`src/rtl/pitch_smpl_fifo_pkg.sv`:
```
// Shared constants for the pitch sample FIFO: status/control bit positions
// and the decimation ratio helper.
package pitch_smpl_fifo_pkg;

   localparam int STAT_OVF_B     = 31;
   localparam int STAT_EMPTY_B   = 30;
   localparam int STAT_DEC_LSB   = 8;
   localparam int CTRL_FLUSH_B   = 0;
   localparam int CTRL_OVF_CLR_B = 31;
   localparam int DEC_W          = 8;

   // A dec field of 0 behaves like 1 (every latched sample is kept).
   function automatic logic [DEC_W-1:0] dec_ratio(input logic [DEC_W-1:0] dec);
      return (dec == '0) ? DEC_W'(1) : dec;
   endfunction

endpackage

```
`src/rtl/pitch_fifo_mem.sv`:
```
// Single-clock FIFO storage: pointers, level, full/empty flags.
// Flush has priority over push and pop. A push while full is accepted only
// when a pop happens in the same cycle (the slot being vacated is reused).
module pitch_fifo_mem #(
   parameter int DATA_W  = 32,
   parameter int DEPTH_W = 4
) (
   input  logic              clk_i,
   input  logic              rst_n_i,
   input  logic              push_i,
   input  logic              pop_i,
   input  logic              flush_i,
   input  logic [DATA_W-1:0] data_i,
   output logic [DATA_W-1:0] head_o,
   output logic [DEPTH_W:0]  level_o,
   output logic              full_o,
   output logic              empty_o
);

   localparam int DEPTH = 1 << DEPTH_W;

   logic [DATA_W-1:0]  r_mem [DEPTH];
   logic [DEPTH_W-1:0] r_wr_ptr;
   logic [DEPTH_W-1:0] r_rd_ptr;
   logic [DEPTH_W:0]   r_level;
   logic               r_empty;

   logic               w_pop_ok;
   logic               w_push_ok;
   logic [DEPTH_W:0]   w_level_nxt;

   assign full_o   = r_level[DEPTH_W];
   assign empty_o  = r_empty;
   assign level_o  = r_level;
   assign head_o   = r_mem[r_rd_ptr];

   assign w_pop_ok  = pop_i && !r_empty;
   assign w_push_ok = push_i && (!full_o || w_pop_ok);

   // Next level from accepted push/pop; flush handled in the register.
   always_comb begin
      w_level_nxt = r_level;
      if (w_push_ok && !w_pop_ok) w_level_nxt = r_level + (DEPTH_W+1)'(1);
      if (!w_push_ok && w_pop_ok) w_level_nxt = r_level - (DEPTH_W+1)'(1);
   end

   // Pointer, level and registered empty flag update.
   always_ff @(posedge clk_i or negedge rst_n_i) begin
      if (!rst_n_i) begin
         r_wr_ptr <= '0;
         r_rd_ptr <= '0;
         r_level  <= '0;
         r_empty  <= 1'b1;
      end else if (flush_i) begin
         r_wr_ptr <= '0;
         r_rd_ptr <= '0;
         r_level  <= '0;
         r_empty  <= 1'b1;
      end else begin
         if (w_push_ok) r_wr_ptr <= r_wr_ptr + DEPTH_W'(1);
         if (w_pop_ok)  r_rd_ptr <= r_rd_ptr + DEPTH_W'(1);
         r_level <= w_level_nxt;
         r_empty <= (w_level_nxt == '0);
      end
   end

   // Storage array; contents only matter behind valid pointers, so no reset.
   always_ff @(posedge clk_i) begin
      if (w_push_ok && !flush_i) r_mem[r_wr_ptr] <= data_i;
   end

endmodule

```
`src/rtl/pitch_smpl_fifo.sv`:
```
// Pitch sample FIFO: decimates latched pitch LPF samples, buffers them and
// serves them over rbus (data/pop register and status/control register).
// Optional macro PITCH_FIFO_DELTA_EN stores sample deltas instead of raw values.
module pitch_smpl_fifo
   import pitch_smpl_fifo_pkg::*;
#(
   parameter int                DATA_W    = 32,
   parameter int                ADDR_W    = 8,
   parameter int                DEPTH_W   = 4,
   parameter logic [ADDR_W-1:0] ADDR_DATA = 8'h40,
   parameter logic [ADDR_W-1:0] ADDR_STAT = 8'h41
) (
   input  logic              clk_i,
   input  logic              rst_n_i,
   input  logic [DATA_W-1:0] smpl_i,
   input  logic              ltch_i,
   input  logic [ADDR_W-1:0] rbus_addr_i,
   input  logic              rbus_wr_i,
   input  logic              rbus_rd_i,
   input  logic [DATA_W-1:0] rbus_wr_data_i,
   output logic [DATA_W-1:0] rbus_rd_data_o,
   output logic              irq_o
);

   logic [DEC_W-1:0]  r_dec;
   logic [DEC_W-1:0]  r_cnt;
   logic              r_ovf;
   logic [DATA_W-1:0] r_rd_data;

   logic              w_ctl_wr;
   logic              w_pop;
   logic              w_stat_rd;
   logic              w_flush;
   logic              w_ovf_clr;
   logic [DEC_W-1:0]  w_dec_new;
   logic [DEC_W-1:0]  w_cnt_base;
   logic [DEC_W-1:0]  w_cnt_nxt;
   logic              w_push_req;
   logic              w_drop;
   logic [DATA_W-1:0] w_push_data;
   logic [DATA_W-1:0] w_head;
   logic [DEPTH_W:0]  w_level;
   logic              w_full;
   logic              w_empty;
   logic [DATA_W-1:0] w_stat;
   logic              w_unused;

   assign w_ctl_wr  = rbus_wr_i && (rbus_addr_i == ADDR_STAT);
   assign w_pop     = rbus_rd_i && (rbus_addr_i == ADDR_DATA);
   assign w_stat_rd = rbus_rd_i && (rbus_addr_i == ADDR_STAT);
   assign w_flush   = w_ctl_wr && rbus_wr_data_i[CTRL_FLUSH_B];
   assign w_ovf_clr = w_ctl_wr && rbus_wr_data_i[CTRL_OVF_CLR_B];
   assign w_dec_new = w_ctl_wr ? rbus_wr_data_i[STAT_DEC_LSB +: DEC_W] : r_dec;
   assign w_unused  = &{1'b0, rbus_wr_data_i[30:16], rbus_wr_data_i[7:1]};

   // Decimation: a dec write restarts the count, and a strobe in that same
   // cycle is evaluated against the new ratio as its first strobe.
   always_comb begin
      w_cnt_base = w_ctl_wr ? '0 : r_cnt;
      w_push_req = 1'b0;
      w_cnt_nxt  = w_cnt_base;
      if (ltch_i) begin
         if (w_cnt_base == dec_ratio(w_dec_new) - DEC_W'(1)) begin
            w_push_req = 1'b1;
            w_cnt_nxt  = '0;
         end else begin
            w_cnt_nxt  = w_cnt_base + DEC_W'(1);
         end
      end
   end

   // A push is lost only when full, nothing leaves this cycle and no flush.
   assign w_drop = w_push_req && w_full && !w_pop && !w_flush;

`ifdef PITCH_FIFO_DELTA_EN
   logic [DATA_W-1:0] r_prev;

   assign w_push_data = smpl_i - r_prev;

   // Track the last decimated sample; flush restarts the delta chain at 0.
   always_ff @(posedge clk_i or negedge rst_n_i) begin
      if (!rst_n_i)        r_prev <= '0;
      else if (w_flush)    r_prev <= '0;
      else if (w_push_req) r_prev <= smpl_i;
   end
`else
   assign w_push_data = smpl_i;
`endif

   pitch_fifo_mem #(
      .DATA_W  (DATA_W),
      .DEPTH_W (DEPTH_W)
   ) u_mem (
      .clk_i   (clk_i),
      .rst_n_i (rst_n_i),
      .push_i  (w_push_req),
      .pop_i   (w_pop),
      .flush_i (w_flush),
      .data_i  (w_push_data),
      .head_o  (w_head),
      .level_o (w_level),
      .full_o  (w_full),
      .empty_o (w_empty)
   );

   // Status word assembled from current state.
   always_comb begin
      w_stat                              = '0;
      w_stat[STAT_OVF_B]                  = r_ovf;
      w_stat[STAT_EMPTY_B]                = w_empty;
      w_stat[STAT_DEC_LSB +: DEC_W]       = r_dec;
      w_stat[DEPTH_W:0]                   = w_level;
   end

   // Control state: dec, decimation counter and sticky overflow.
   // A drop in the same cycle as a clear is the later event and wins.
   always_ff @(posedge clk_i or negedge rst_n_i) begin
      if (!rst_n_i) begin
         r_dec <= '0;
         r_cnt <= '0;
         r_ovf <= 1'b0;
      end else begin
         r_dec <= w_dec_new;
         r_cnt <= w_cnt_nxt;
         if (w_drop)         r_ovf <= 1'b1;
         else if (w_ovf_clr) r_ovf <= 1'b0;
      end
   end

   // Registered read data: one cycle after the read, zero otherwise.
   always_ff @(posedge clk_i or negedge rst_n_i) begin
      if (!rst_n_i)       r_rd_data <= '0;
      else if (w_pop)     r_rd_data <= w_empty ? '0 : w_head;
      else if (w_stat_rd) r_rd_data <= w_stat;
      else                r_rd_data <= '0;
   end

   assign rbus_rd_data_o = r_rd_data;
   assign irq_o          = !w_empty;

endmodule

```
`config.mk`:
```
export PLATFORM = sky130hd
export DESIGN_NAME = pitch_smpl_fifo
export DESIGN_NICKNAME = d
export VERILOG_FILES = /design/src/rtl/pitch_smpl_fifo_pkg.sv /design/src/rtl/pitch_fifo_mem.sv /design/src/rtl/pitch_smpl_fifo.sv
export SDC_FILE = /design/constraint.sdc
export NUM_CORES = 1
export LEC_CHECK = 0
export BUFFER_PORTS_ARGS = -buffer_cell sky130_fd_sc_hd__clkbuf_2
export CORE_ASPECT_RATIO = 1.2
export CORE_MARGIN = 2
export CORE_UTILIZATION = 51
export CTS_BUF_LIST = sky130_fd_sc_hd__clkbuf_8
export CTS_CLUSTER_SIZE = 30
export DETAILED_ROUTE_END_ITERATION = 6
export PLACE_DENSITY = 0.76
export SLEW_MARGIN = 20
export SYNTH_ARGS = -nofsm -noshare
export SYNTH_HDL_FRONTEND = slang
export SYNTH_HIERARCHICAL = 1
export SYNTH_SLANG_ARGS = --single-unit
```
`constraint.sdc`:
```
create_clock -name clk_i -period 8.5 [get_ports clk_i]
set_input_delay 1.7 -clock clk_i [delete_from_list [all_inputs] [get_ports clk_i]]
set_output_delay 1.7 -clock clk_i [all_outputs]
set_load 0.05 [all_outputs]
```
==> results.txt, run 1 <==
The number of top-level pins is between 100 and 150. In this run the deepest clock path goes through 3 buffers. In this design, the critical path's most frequently occurring cell is nand2_1. Across the routed clock network, the largest skew measured is ~0.03 ns. The proportion of register bits with asynchronous set or reset after synthesis came out at between 10% and 20%. The initial standard-cell utilization of the core is 51.5%. The proportion of layout cells with a drive suffix above 1 came out at between 30% and 40%. The starting DRC count in detailed routing is roughly 1100.

During placement, the flow inserted port buffers numbering just under 90. The sequential cell fraction of total power is between 50% and 60%. The signal on the critical path passes through clkbuf_2, nor4_4, nand4_2, nand2_1, nand2_1, inv_1, ha_1, nor3b_1, nor3b_1, mux2i_1, xor2_1, nor4b_4, and2_1, a21boi_1, nor2b_1, nand2_1, nor2_4, buf_4. The period utilization came out at slightly above 80%.

The count of unique library cells instantiated by Yosys came out at 50. The total global routing overflow came out at 0. The average wire per cell in the routed design came out at 24.8 um. VDD sags by at most 106 uV.

The total number of vias is about 11000. The power share of the combinational group is between 7 and 8%. The total of cells resized after clock tree synthesis came out at 0. By count the netlist is led by 512 x edfxtp_1, 160 x mux4_2, 62 x dfrtp_1. The final layout net count came out at around 1300.

The critical register-to-register path startpoint is r_dec[6]. The highest cell delay on the worst timing path came out at around 0.66 ns. The flow ran to the end, and the final reports show no timing, DRC or antenna violations.

The final-layout fill cell count is 3005. The total length of routed wires came out at between 40000 and 50000 um. The number of nets in the synthesized netlist is 1126. The path class of the tightest hold or removal check is flop to flop. In this run the post-CTS setup repair buffer count came out at 0.

The number of cells on the worst reg-to-reg path is 16. The count of pins over their slew limit came out at 0. On the critical path, the stage with the largest delay is an instance of nor2_4.

The leakage power of the design is about 0.0084 uW. The worst-margin pin slew is 1.12 ns. The CTS buffer count came out at 85. The post-synth design cell area is roughly 22000 um2. The total global-route track usage is 20.4%.

The remaining antenna violation count came out at 0. STA classifies the critical path startpoint as an input port. Among cell families on the critical path, the largest total delay comes from simple AND/OR/NAND/NOR gates. The relative slew slack is 25.1%. In the final timing run, aggregate negative setup slack is 0 ns. The hold-fix buffer count after cts came out at 0.

The most common cell in the synthesized netlist is edfxtp_1. The achievable clock frequency came out at 144 MHz. The latest clock arrival within the worst-skew pair is roughly 0.65 ns. After synthesis the netlist holds a flip-flop and latch count of approximately 580. The pin count of the biggest net entering global routing is between 70 and 80. The Yosys step of the flow raised 6 warnings. The biggest area contributor in the post-synthesis netlist is edfxtp_1. The count of clock tree sinks is approximately 580. The number of antenna violations at the first check in global routing came out at 4.

The floorplan die width came out at 196 um. Summing all multi-input logic gate instances after layout gives approximately 5300 um2. The average cell area after synthesis came out at roughly 22 um2. The internal power consumption is 4500 uW. The clock slew seen by the registers of the worst setup and hold paths is 0.06 ns. Relative to the synthesized area, the layout overhead comes to 12.7%. The first-pass iteration count of the detailed router came out at 5. The number of instances in the synthesized netlist came out at around 1000. The number of enable-type register cells in the synthesized netlist came out at between 500 and 600.

The die area came out at roughly 46000 um2. Routability-driven placement finished with a final weighted congestion of ~0.9. The minimum clock period came out at 6.95 ns.

The sequential share of the synthesized area is between 70 and 80%. Setup repair after global routing left no endpoint under its margin. In the synthesized netlist the dominant register cell turns out to be edfxtp_1. The root buffer cell is clkbuf_8. The type of element capturing the critical path is a flop. The number of setup violations in the final report is 0. The max-cap check violation count is 0. The switching power summed over all nets is ~1300 uW.

By area the synthesized netlist is led by edfxtp_1 68%, mux4_2 16%, dfrtp_1 6.9%, nand2_1 0.70%, xnor2_1 0.66%. The fraction of synthesized cell area taken by the top area cell type is approximately two thirds. The final count of hold timing violations is 0. Summing all flip-flop and latch instances after layout gives around 17000 um2.

In this run the number of H-tree levels came out at 3. The die height is 234 um. Power comes to a little under 6000 uW. The number of stages on the worst setup path is 18.

Together, buffers and inverters on the worst path number 3. The data arrival time at the worst-slack endpoint is 7.25 ns. The number of global-route vias before repair is about 11000. The first global-routing pass estimated slightly below 70000 um of wire. The cell area power density came out at about 230 nW/um2. The switching portion of total power is around 23%.

The TritonCTS clock tree is built. The startpoint identified for the worst hold timing path is r_ovf. The startpoint-to-endpoint class of the critical path is input port to flop. The estimated wirelength of the detail-placed design came out at 24600 um. The floorplan has 84 rows. Data on the critical path is required at its endpoint by 8.80 ns. The hold-critical path depth came out at 1.

The share of total power in the clock network came out at 36.7%. For this run, design rule violations remaining after detail routing come to 0. The area of the placeable core came out at 43600 um2.

The routed via count divided by cell count is about 6. In this run the worst path has a maximum fanout of 17. In this run the worst setup path begins at rbus_addr_i[3].
path summary, 6_finish.rpt:
kind	to	slack [ns]
max	u_mem/r_mem[7][13]	1.55
min	rbus_rd_data_o[31]	0.50
max reg2reg	u_mem/r_mem[7][13]	2.71
min reg2reg	rbus_rd_data_o[31]	0.50
max in group asynchronous	u_mem/r_rd_ptr[0]	6.62
min in group asynchronous	u_mem/level_o[1]	1.19
flip-flops by register name, indices dropped and copies added, names as in the netlist:
signal / count
r_cnt: 8
rbus_rd_data_o: 32
u_mem/level_o: 5
u_mem/r_wr_ptr: 4
u_mem/r_rd_ptr: 4
r_dec: 8
u_mem/empty_o: 1
u_mem/r_mem: 512
r_ovf: 1
through the flow:
step	setup WS, ns	hold WS (ns)	util [%]	area (um2)	std cells
after CTS	1.65	0.496	58.1	25300	1817
after global routing	1.04	0.537	58.1	25300	1818
after global placement	1.08	0.485	54.2	23700	1661
final	1.55	0.495	58.1	25300	1818
after detailed placement	0.988	0.484	54.3	23700	1661
after floorplan	0.597	0.460	-	22500	1040
layout by cell type, fill, tap and decap left out, drive strengths merged, types with 6 or more instances in the layout:
master / Yosys / routed
clkbuf: 24 / 177
buf: 30 / 30
a211oi: 7 / 7
nand2: 42 / 42
and2: 22 / 22
dfrtp: 62 / 62
edfxtp: 512 / 512
a21oi: 10 / 10
a22o: 14 / 14
nor2: 39 / 39
mux4: 160 / 160
clkinv: 0 / 28
nor3b: 6 / 6
nor3: 10 / 10
xnor2: 17 / 17
xor2: 14 / 14
ha: 9 / 9
nand4: 6 / 6
inv: 7 / 36
cell type report:
cell class	count	area share, %
diodes	1	0.00988
clock inverters	65	1.61
clock buffers	91	4.94
repair buffers	116	2.65
inverters	7	0.104
flip-flops and latches	575	67.0
well taps	559	2.76
multi-input cells	404	21.0
routing by layer:
metal | GRT usage [%] | part of all wire (%)
met1 | 26.3 | 39
met2 | 35.1 | 52
met3 | 4.11 | 6.6
met4 | 6.87 | 1.8
met5 | 0 | 0.053
power by group through the flow:
stage	clock, uW	sequential (uW)	combinational, uW
after floorplan	0	3240	361
after global placement	0	3280	451
after detailed placement	0	3290	467
after CTS	2200	3230	469
after global routing	2330	3240	513
final	2150	3230	464
cell families after synthesis:
kind of cell | after synthesis | share of synthesized area, %
flops | 575 | 75.4
mux | 165 | 16.3
simple gates | 150 | 3.51
buf+inv | 61 | 1.47
compound gates | 49 | 1.61
xor+xnor | 31 | 1.21
fa+ha+maj | 9 | 0.501
Note: power is estimated with default switching activity, not from simulation.
==> run 2: changes to the inputs <==
--- a/config.mk
+++ b/config.mk
@@ -5,6 +5,7 @@
 export SDC_FILE = /design/constraint.sdc
 export NUM_CORES = 1
 export LEC_CHECK = 0
+export ABC_AREA = 1
 export BUFFER_PORTS_ARGS = -buffer_cell sky130_fd_sc_hd__clkbuf_2
 export CORE_ASPECT_RATIO = 1.2
 export CORE_MARGIN = 2
==> constraint.sdc (replaced) <==
create_clock -name clk_i -period 6.7 [get_ports clk_i]
set_input_delay 1.34 -clock clk_i [delete_from_list [all_inputs] [get_ports clk_i]]
set_output_delay 1.34 -clock clk_i [all_outputs]
set_load 0.05 [all_outputs]
==> results.txt, run 2 <==
The die area came out at 47300 um2 (+3.4%). The required arrival time at the worst endpoint came to 7.05 ns (-1.75 ns). The average wire per cell in the routed design came out at 21.2 um (-15%). The sequential cell fraction of total power came out at 53.9% (-1.4 points). The number of H-tree levels is 3 (unchanged).

By area the synthesized netlist is led by edfxtp_1 66%, dfrtp_1 6.7%, o21ai_0 6.0%, nor2_1 5.3%, o221ai_1 3.5%. The maximum vdd ir drop is 191 uV (+80%). Subtracting the final worst setup slack from the clock period gives between 5 and 6 ns. The min-delay analysis places its worst path in the category flop to flop. The relative slew slack came out at 27.6% (+2.5 points). The final layout net count came out at 2030 (+59%). The cell area power density was 285 nW/um2 (+24%). By instance count, the leading cell after synthesis is edfxtp_1. The number of antenna violations at the first check in global routing came to 4 (unchanged).

The count of unique library cells instantiated by Yosys came out at 36 (-28%). The total global routing overflow was 0 (unchanged). The relative area change from synthesis to final layout is 11.7%.

The number of nets in the synthesized netlist came out at 1930 (+71%). The largest fanout on the critical path came out at 23 (+6). The synthesized flop and latch total came out at 575 (unchanged).

The power share of the combinational group came out at 10.2% (+2.3 points). The sequential share of the synthesized area came out at 72.9% (-2.5 points). The starting DRC count in detailed routing came out at 1564 (+47%). The fraction of synthesized cell area taken by the top area cell type came out at 66.1% (-2.3 points).

In the layout the commonest cells are 512 x edfxtp_1, 321 x nor2_1, 277 x o21ai_0. The total cell area at the placement stage is 24400 um2 (+2.9%). The total of cells resized after clock tree synthesis is 0 (unchanged). The total number of vias came out at 15500 (+42%). TritonCTS built the clock tree. The number of flip-flops under the largest register name came out at 512 (unchanged). After synthesis, the most frequently instantiated cells are 512 x edfxtp_1, 329 x nor2_1, 277 x o21ai_0. STA classifies the critical path startpoint as an input port. The number of setup violations in the final report came out at 0 (unchanged). The register with the most flip-flops is u_mem/r_mem. The post-synth design cell area is 23200 um2 (+3.4%). The remaining antenna violation count came to 0 (unchanged). The initial standard-cell utilization of the core came out at 51.7% (+0.15 points). The highest cell delay on the worst timing path is 0.61 ns (-0.05 ns). The count of pins over their slew limit came to 0 (unchanged). The die height came out at 238 um (+1.7%).

Summed over all instances, the cell type with the most area after synthesis is edfxtp_1. The number of instances in the synthesized netlist came out at 1844 (+77%). The critical path goes through clkbuf_2, inv_1, nand2_1, nor2_2, nand3_4, o21ai_1, nor2_1, nand2_4, nand2_1, inv_1, ha_1, nand3_1, nor2_1, nor2_1, nor2_1, nand3_1, nor2_2, nand3_4, nor2_8, o21ai_0, nor2_1, nand2_1, nor2_4, buf_12. The data arrival time at the worst-slack endpoint came out at 6.00 ns (-1.25 ns).

The area of the placeable core came to 45000 um2 (+3.1%). Broken down by cell family, the worst path's largest delay share belongs to simple AND/OR/NAND/NOR gates. The wire length of the first global-routing pass came out at 85000 um (+25%). The number of enable-type register cells in the synthesized netlist is 512 (unchanged). The estimated wirelength of the detail-placed design was 29900 um (+21%). The number of buffers inserted by post-CTS setup repair is 0 (unchanged). The internal power consumption is 5500 uW (+22%). The final worst hold slack came out at 0.521 ns (+0.0256 ns).

The worst-margin pin slew is 1.09 ns (-0.0370 ns). The hold-fix buffer count after cts came out at 0 (unchanged). The count of clock tree sinks is 575 (unchanged).

The post-layout instance area came out at 26000 um2 (+2.5%). The share of total power in the clock network is 35.9% (-0.8 points). The period utilization came out at 84.4%. The total number of yosys warnings is 6 (unchanged). The proportion of register bits with asynchronous set or reset after synthesis came out at 11.0% (unchanged). The switching portion of total power was 25.7% (+2.7 points).

The final count of hold timing violations is 0 (unchanged). The number of standard-cell rows in the floorplan came out at 85 (+1.2%). The number of global-route vias before repair is 15400 (+37%). The number of top-level pins is 110 (unchanged). The average cell area after synthesis is 12.6 um2 (-42%). For this run, the leading register cell type out of synthesis is edfxtp_1.

The pin count of the biggest net entering global routing came out at 143 (+100%). The total length of routed wires came out at 55600 um (+23%). The clock slew seen by the registers of the worst setup and hold paths came to 0.05 ns (about the same). The number of buffers and inverters on the critical path was 4 (+1). The CTS buffer count is 87 (+2.4%). The tree is rooted in a clkbuf_8. The worst setup path is captured at a flop. Leaving out fill and tap cells, the most frequent cell in the layout is edfxtp_1. The latest clock arrival within the worst-skew pair is 0.66 ns (about the same). The number of buffers between clock root and the deepest sink is 3 (unchanged). The leakage power of the design came to 0.00926 uW (+9.7%).

Setup repair after global routing left no endpoint under its margin. The critical path is of the input port to flop type. For this design, the slowest cell found on the critical path is nor2_4. The clock skew came out at 0.0299 ns (-0.000131 ns).

The routed via count divided by cell count is 5.91 (-1.9%). The total global-route track usage came out at 23.6% (+3.2 points). The switching power summed over all nets came out at 1900 uW (+42%).

The max-cap check violation count came out at 0 (unchanged). The most numerous cell type found on the critical path is nor2_1. The achievable clock frequency is roughly 180 MHz. The first-pass iteration count of the detailed router came out at 6 (+1). The floorplan die width came out at 199 um (+1.7%).

The flow ran to the end, and the final reports show no timing, DRC or antenna violations. The number of input and output port buffers inserted is 87 (unchanged). The routability congestion estimate from global placement came to 0.876 (-1.1%). The DRC violation count after routing is 0 (unchanged). The proportion of layout cells with a drive suffix above 1 is 14.4% (-19 points).
[run 2: metal layers]
layer,track usage (%),vias to the layer above,part of all wire (%)
met2,38.3,750,49
met4,10.6,4,3.3
met1,31.1,7665,39
met3,4.61,136,8.8
li1,-,6946,-
met5,0,-,0.041
[run 2: power by group through the flow]
stage,Sequential [uW],Clock (uW),Combinational (uW)
after global placement,4060,0,711
after global routing,3990,2860,843
after CTS,3990,2690,748
after floorplan,4020,0,545
after detailed placement,4060,0,743
final,3990,2660,754
[run 2: tightest hold or removal path, stage by stage, from the launching register on]
cell and delay (ns):
dfrtp_1 0.34, o21ai_0 0.08, nand2_1 0.07
[run 2: final cells by class]
class                           count  area [um2]
Fill cell                        3449       19000
Multi-Input combinational cell   1059        5480
Tap cell                          609         762
Timing Repair Buffer              127         801
Inverter                           94         358
Clock inverter                     63         298
Antenna cell                        3        7.51
Sequential cell                   575       17000
Clock buffer                       95        1310
[run 2: through the flow]
stage	utilization, %	setup TNS, ns	setup WS (ns)	power (uW)	std cells
after floorplan	-	-10.50	-0.0411	4560	1844
after global placement	54.1	0	0.561	4770	2464
after CTS	57.7	0	1.08	7430	2622
final	57.7	0	1.05	7400	2625
after global routing	57.7	0	0.691	7690	2624
after detailed placement	54.1	0	0.404	4810	2464
[run 2: final timing paths]
| check | startpoint | endpoint | slack [ns] | cells after the start |
|---|---|---|---|---|
| max | rbus_addr_i[7] | u_mem/r_mem[12][21] | 1.05 | 24 |
| min | r_ovf | r_ovf | 0.52 | 2 |
| max reg2reg | r_dec[3] | u_mem/r_mem[12][21] | 2.24 | 22 |
| min reg2reg | r_ovf | r_ovf | 0.52 | 2 |
| max in group asynchronous | rst_n_i | u_mem/r_rd_ptr[1] | 5.17 | 1 |
| min in group asynchronous | rst_n_i | rbus_rd_data_o[10] | 0.84 | 1 |
[run 2: kinds of logic (layout without fill, tap and decap cells)]
group,count (synthesis),in the layout,share of synthesized area [%]
other,0,3,0
flip-flops,575,575,72.9
AO/OA/AOI/OAI,440,440,11.5
buffers and inverters,210,379,3.95
XOR/XNOR,6,6,0.226
AND/OR/NAND/NOR,604,604,11.0
adder cells (fa/ha/maj),9,9,0.484
==> run 3: changes to the inputs <==
==> constraint.sdc (replaced) <==
create_clock -name clk_i -period 5.7 [get_ports clk_i]
set_input_delay 1.14 -clock clk_i [delete_from_list [all_inputs] [get_ports clk_i]]
set_output_delay 1.14 -clock clk_i [all_outputs]
set_load 0.05 [all_outputs]
==> results.txt, run 3 (synthesis results as in run 2) <==
The startpoint-to-endpoint class of the critical path is input port to flop. Setup repair after global routing left no endpoint under its margin. In this run the critical register-to-register path is launched from r_dec[3].

CTS placed an instance of clkbuf_8 at the clock tree root. The clock skew came to 0.0278 ns (-0.00210 ns). The number of H-tree levels came to 3 (unchanged). The area of the placeable core is 45000 um2 (unchanged). The cell that appears most often on the critical path is nor2_1. The CTS buffer count came out at 90 (+3.4%).

The data arrival time at the worst-slack endpoint is 5.08 ns (-0.92 ns). The count of clock tree sinks was 575 (unchanged). The routed via count divided by cell count came out at 5.82 (-1.5%). The worst-margin pin slew came out at 1.00 ns (-0.0832 ns). The hold-critical path depth came to 2 (unchanged). The proportion of layout cells with a drive suffix above 1 came out at 14.9% (+0.50 points).

The floorplan die width is 199 um (unchanged). The number of top-level pins is 110 (unchanged). The total of cells resized after clock tree synthesis was 0 (unchanged). The cell area power density came out at 337 nW/um2 (+18%). The setup total negative slack is 0 ns (unchanged). The remaining antenna violation count was 0 (unchanged). The total number of vias was 15300 (-1.0%). The final count of hold timing violations was 0 (unchanged). The routed wire length on met2 is 26700 um (-0.94%). The count of pins over their slew limit is 0 (unchanged). The total length of routed met3 wires came out at 4600 um (-5.9%). The leakage power of the design came to 0.00937 uW (+1.2%). The library cell used most frequently in the layout, excluding fill and tap cells, is edfxtp_1. Counting flops per register, the top entry is u_mem/r_mem. The tightest min-delay check is of the flop to flop type.

The total global routing overflow is 0 (unchanged). The number of global-route vias before repair is 15200 (-0.81%). The DRC violation count after routing is 2 (+2). The required arrival time at the worst endpoint came out at 6.05 ns (-1.00 ns). The first-pass iteration count of the detailed router is 7 (+1).

The relative slew slack was 33.1% (+5.5 points). In this run the critical register-to-register path is captured at u_mem/r_mem[2][23]. The number of input and output port buffers inserted is 87 (unchanged). The wire length of the first global-routing pass came to 83500 um (-1.7%). The final layout net count is 2040 (+0.49%). The estimated wirelength of the detail-placed design came to 30000 um (+0.32%). The final-layout fill cell count came out at 3413 (-1.0%). The number of buffers between clock root and the deepest sink came out at 3 (unchanged). The largest fanout on the critical path is 23 (unchanged). The starting DRC count in detailed routing came to 1740 (+11%). The number of setup violations in the final report is 0 (unchanged). The die height is 238 um (unchanged).

The max-cap check violation count was 0 (unchanged). The number of buffers inserted by post-CTS setup repair is 0 (unchanged). The total global-route track usage came out at 23.3% (-0.27 points). The worst setup path startpoint is rbus_addr_i[2]. The run finished, with violations left. The fraction of the core area covered by cells at the end of the flow is 58.1% (+0.32 points).

The die area is 47300 um2 (unchanged). The total routed wire length on the met1 layer came out at 21500 um (-1.8%). The number of standard-cell rows in the floorplan is 85 (unchanged). The initial standard-cell utilization of the core was 51.7% (unchanged). The number of flip-flops under the largest register name came to 512 (unchanged). The number of cells on the worst reg-to-reg path is 22 (unchanged).

The highest cell delay on the worst timing path came out at 0.41 ns (-0.20 ns). The total length of routed wires came out at 54400 um (-2.1%). Among all stages on the critical path, the largest delay is contributed by nor2_4.

The relative area change from synthesis to final layout came out at 12.3%. STA classifies the critical path endpoint as a flop. The period utilization is between 80% and 90%.

The final reports fail on design-rule violations. The number of stages on the worst setup path is 24 (unchanged). The achievable clock frequency is roughly 210 MHz. The reg2reg setup slack came to 1.71 ns (-0.53 ns).

The maximum vdd ir drop came to 249 uV (+30%). The hold-fix buffer count after cts came to 0 (unchanged). The average wire per cell in the routed design came to 20.7 um (-2.5%). The kind of cell adding the most delay to the critical path is simple AND/OR/NAND/NOR gates. The signal on the critical path passes through clkbuf_2, inv_1, nand2_2, nor2_8, nand3_4, o21ai_1, nor2_1, nand2_4, nand2_1, inv_1, ha_1, nand3_1, nor2_1, nor2_1, nor2_1, nand3_1, nor2_2, nand3_4, nor2_8, o21ai_0, nor2_1, nand2_1, nor2_4, buf_12.

The routability congestion estimate from global placement is 0.892 (+1.9%). The number of buffers and inverters on the critical path came out at 4 (unchanged). The latest clock arrival within the worst-skew pair is 0.67 ns (about the same). The number of antenna violations at the first check in global routing is 2 (-2).

The most critical setup path has its endpoint at u_mem/r_mem[2][23]. STA classifies the critical path startpoint as an input port. In this run the top signal layer used is met5.

TritonCTS built the clock tree. The pin count of the biggest net entering global routing came out at 120 (-16%). The routed design could run at a clock period as short as around 4.7 ns.

The clock slew seen by the registers of the worst setup and hold paths is 0.06 ns (about the same). The library cells used most frequently in the layout, excluding fill and tap cells, are 512 x edfxtp_1, 321 x nor2_1, 277 x o21ai_0.
## run 3: changes by cell type in the layout (fill, tap and decap cells not counted)
cell | previous run | this run
inv_6 | 1 | 2
diode_2 | 3 | 1
clkinvlp_4 | 6 | 3
clkinv_2 | 10 | 9
buf_4 | 36 | 43
inv_1 | 115 | 119
clkbuf_8 | 95 | 103
clkinv_1 | 17 | 14
## run 3: per-layer routing
metal	vias up	GRT usage, %
li1	6966	-
met1	7510	30.6
met2	734	38.5
met3	128	4.24
met4	2	10.0
met5	-	0
## run 3: layout make-up
type | instances | area (um2) | share of cell area (%)
Multi-Input combinational cell | 1059 | 5480 | 21.0
Tap cell | 609 | 762 | 2.92
Clock buffer | 103 | 1420 | 5.43
Clock inverter | 61 | 283 | 1.08
Antenna cell | 1 | 2.50 | 0.00958
Timing Repair Buffer | 134 | 853 | 3.27
Inverter | 94 | 358 | 1.37
Sequential cell | 575 | 17000 | 64.9
## run 3: worst min-delay path by stage
stage	end	slack, ns	start
3_5_place_dp	r_ovf	0.50	r_ovf
5_1_grt	r_dec[4]	0.55	r_dec[4]
6_report	r_ovf	0.51	r_ovf
4_1_cts	r_ovf	0.51	r_ovf
3_3_place_gp	r_dec[4]	0.50	r_dec[4]
2_1_floorplan	r_ovf	0.47	r_ovf
## run 3: report_power, final
part           leakage, uW  internal (uW)  switching [uW]
Combinational      0.00298            267             632
Clock             0.000996           1690            1540
Sequential         0.00540           4620            55.5
## run 3: metrics by stage
stage	hold WS (ns)	cell area [um2]	power [uW]	cells	setup slack, ns
2_1_floorplan	0.470	23200	5360	1844	-0.841
3_3_place_gp	0.501	24400	5610	2471	0.377
3_5_place_dp	0.497	24400	5650	2471	0.341
4_1_cts	0.512	26100	8850	2635	0.984
5_1_grt	0.551	26100	9160	2636	0.549
6_report	0.513	26100	8800	2636	0.979
## run 3: tightest hold or removal path, cell delays in order (launching register included)
cell,delay [ns]
dfrtp_1,0.33
o21ai_0,0.08
nand2_1,0.07
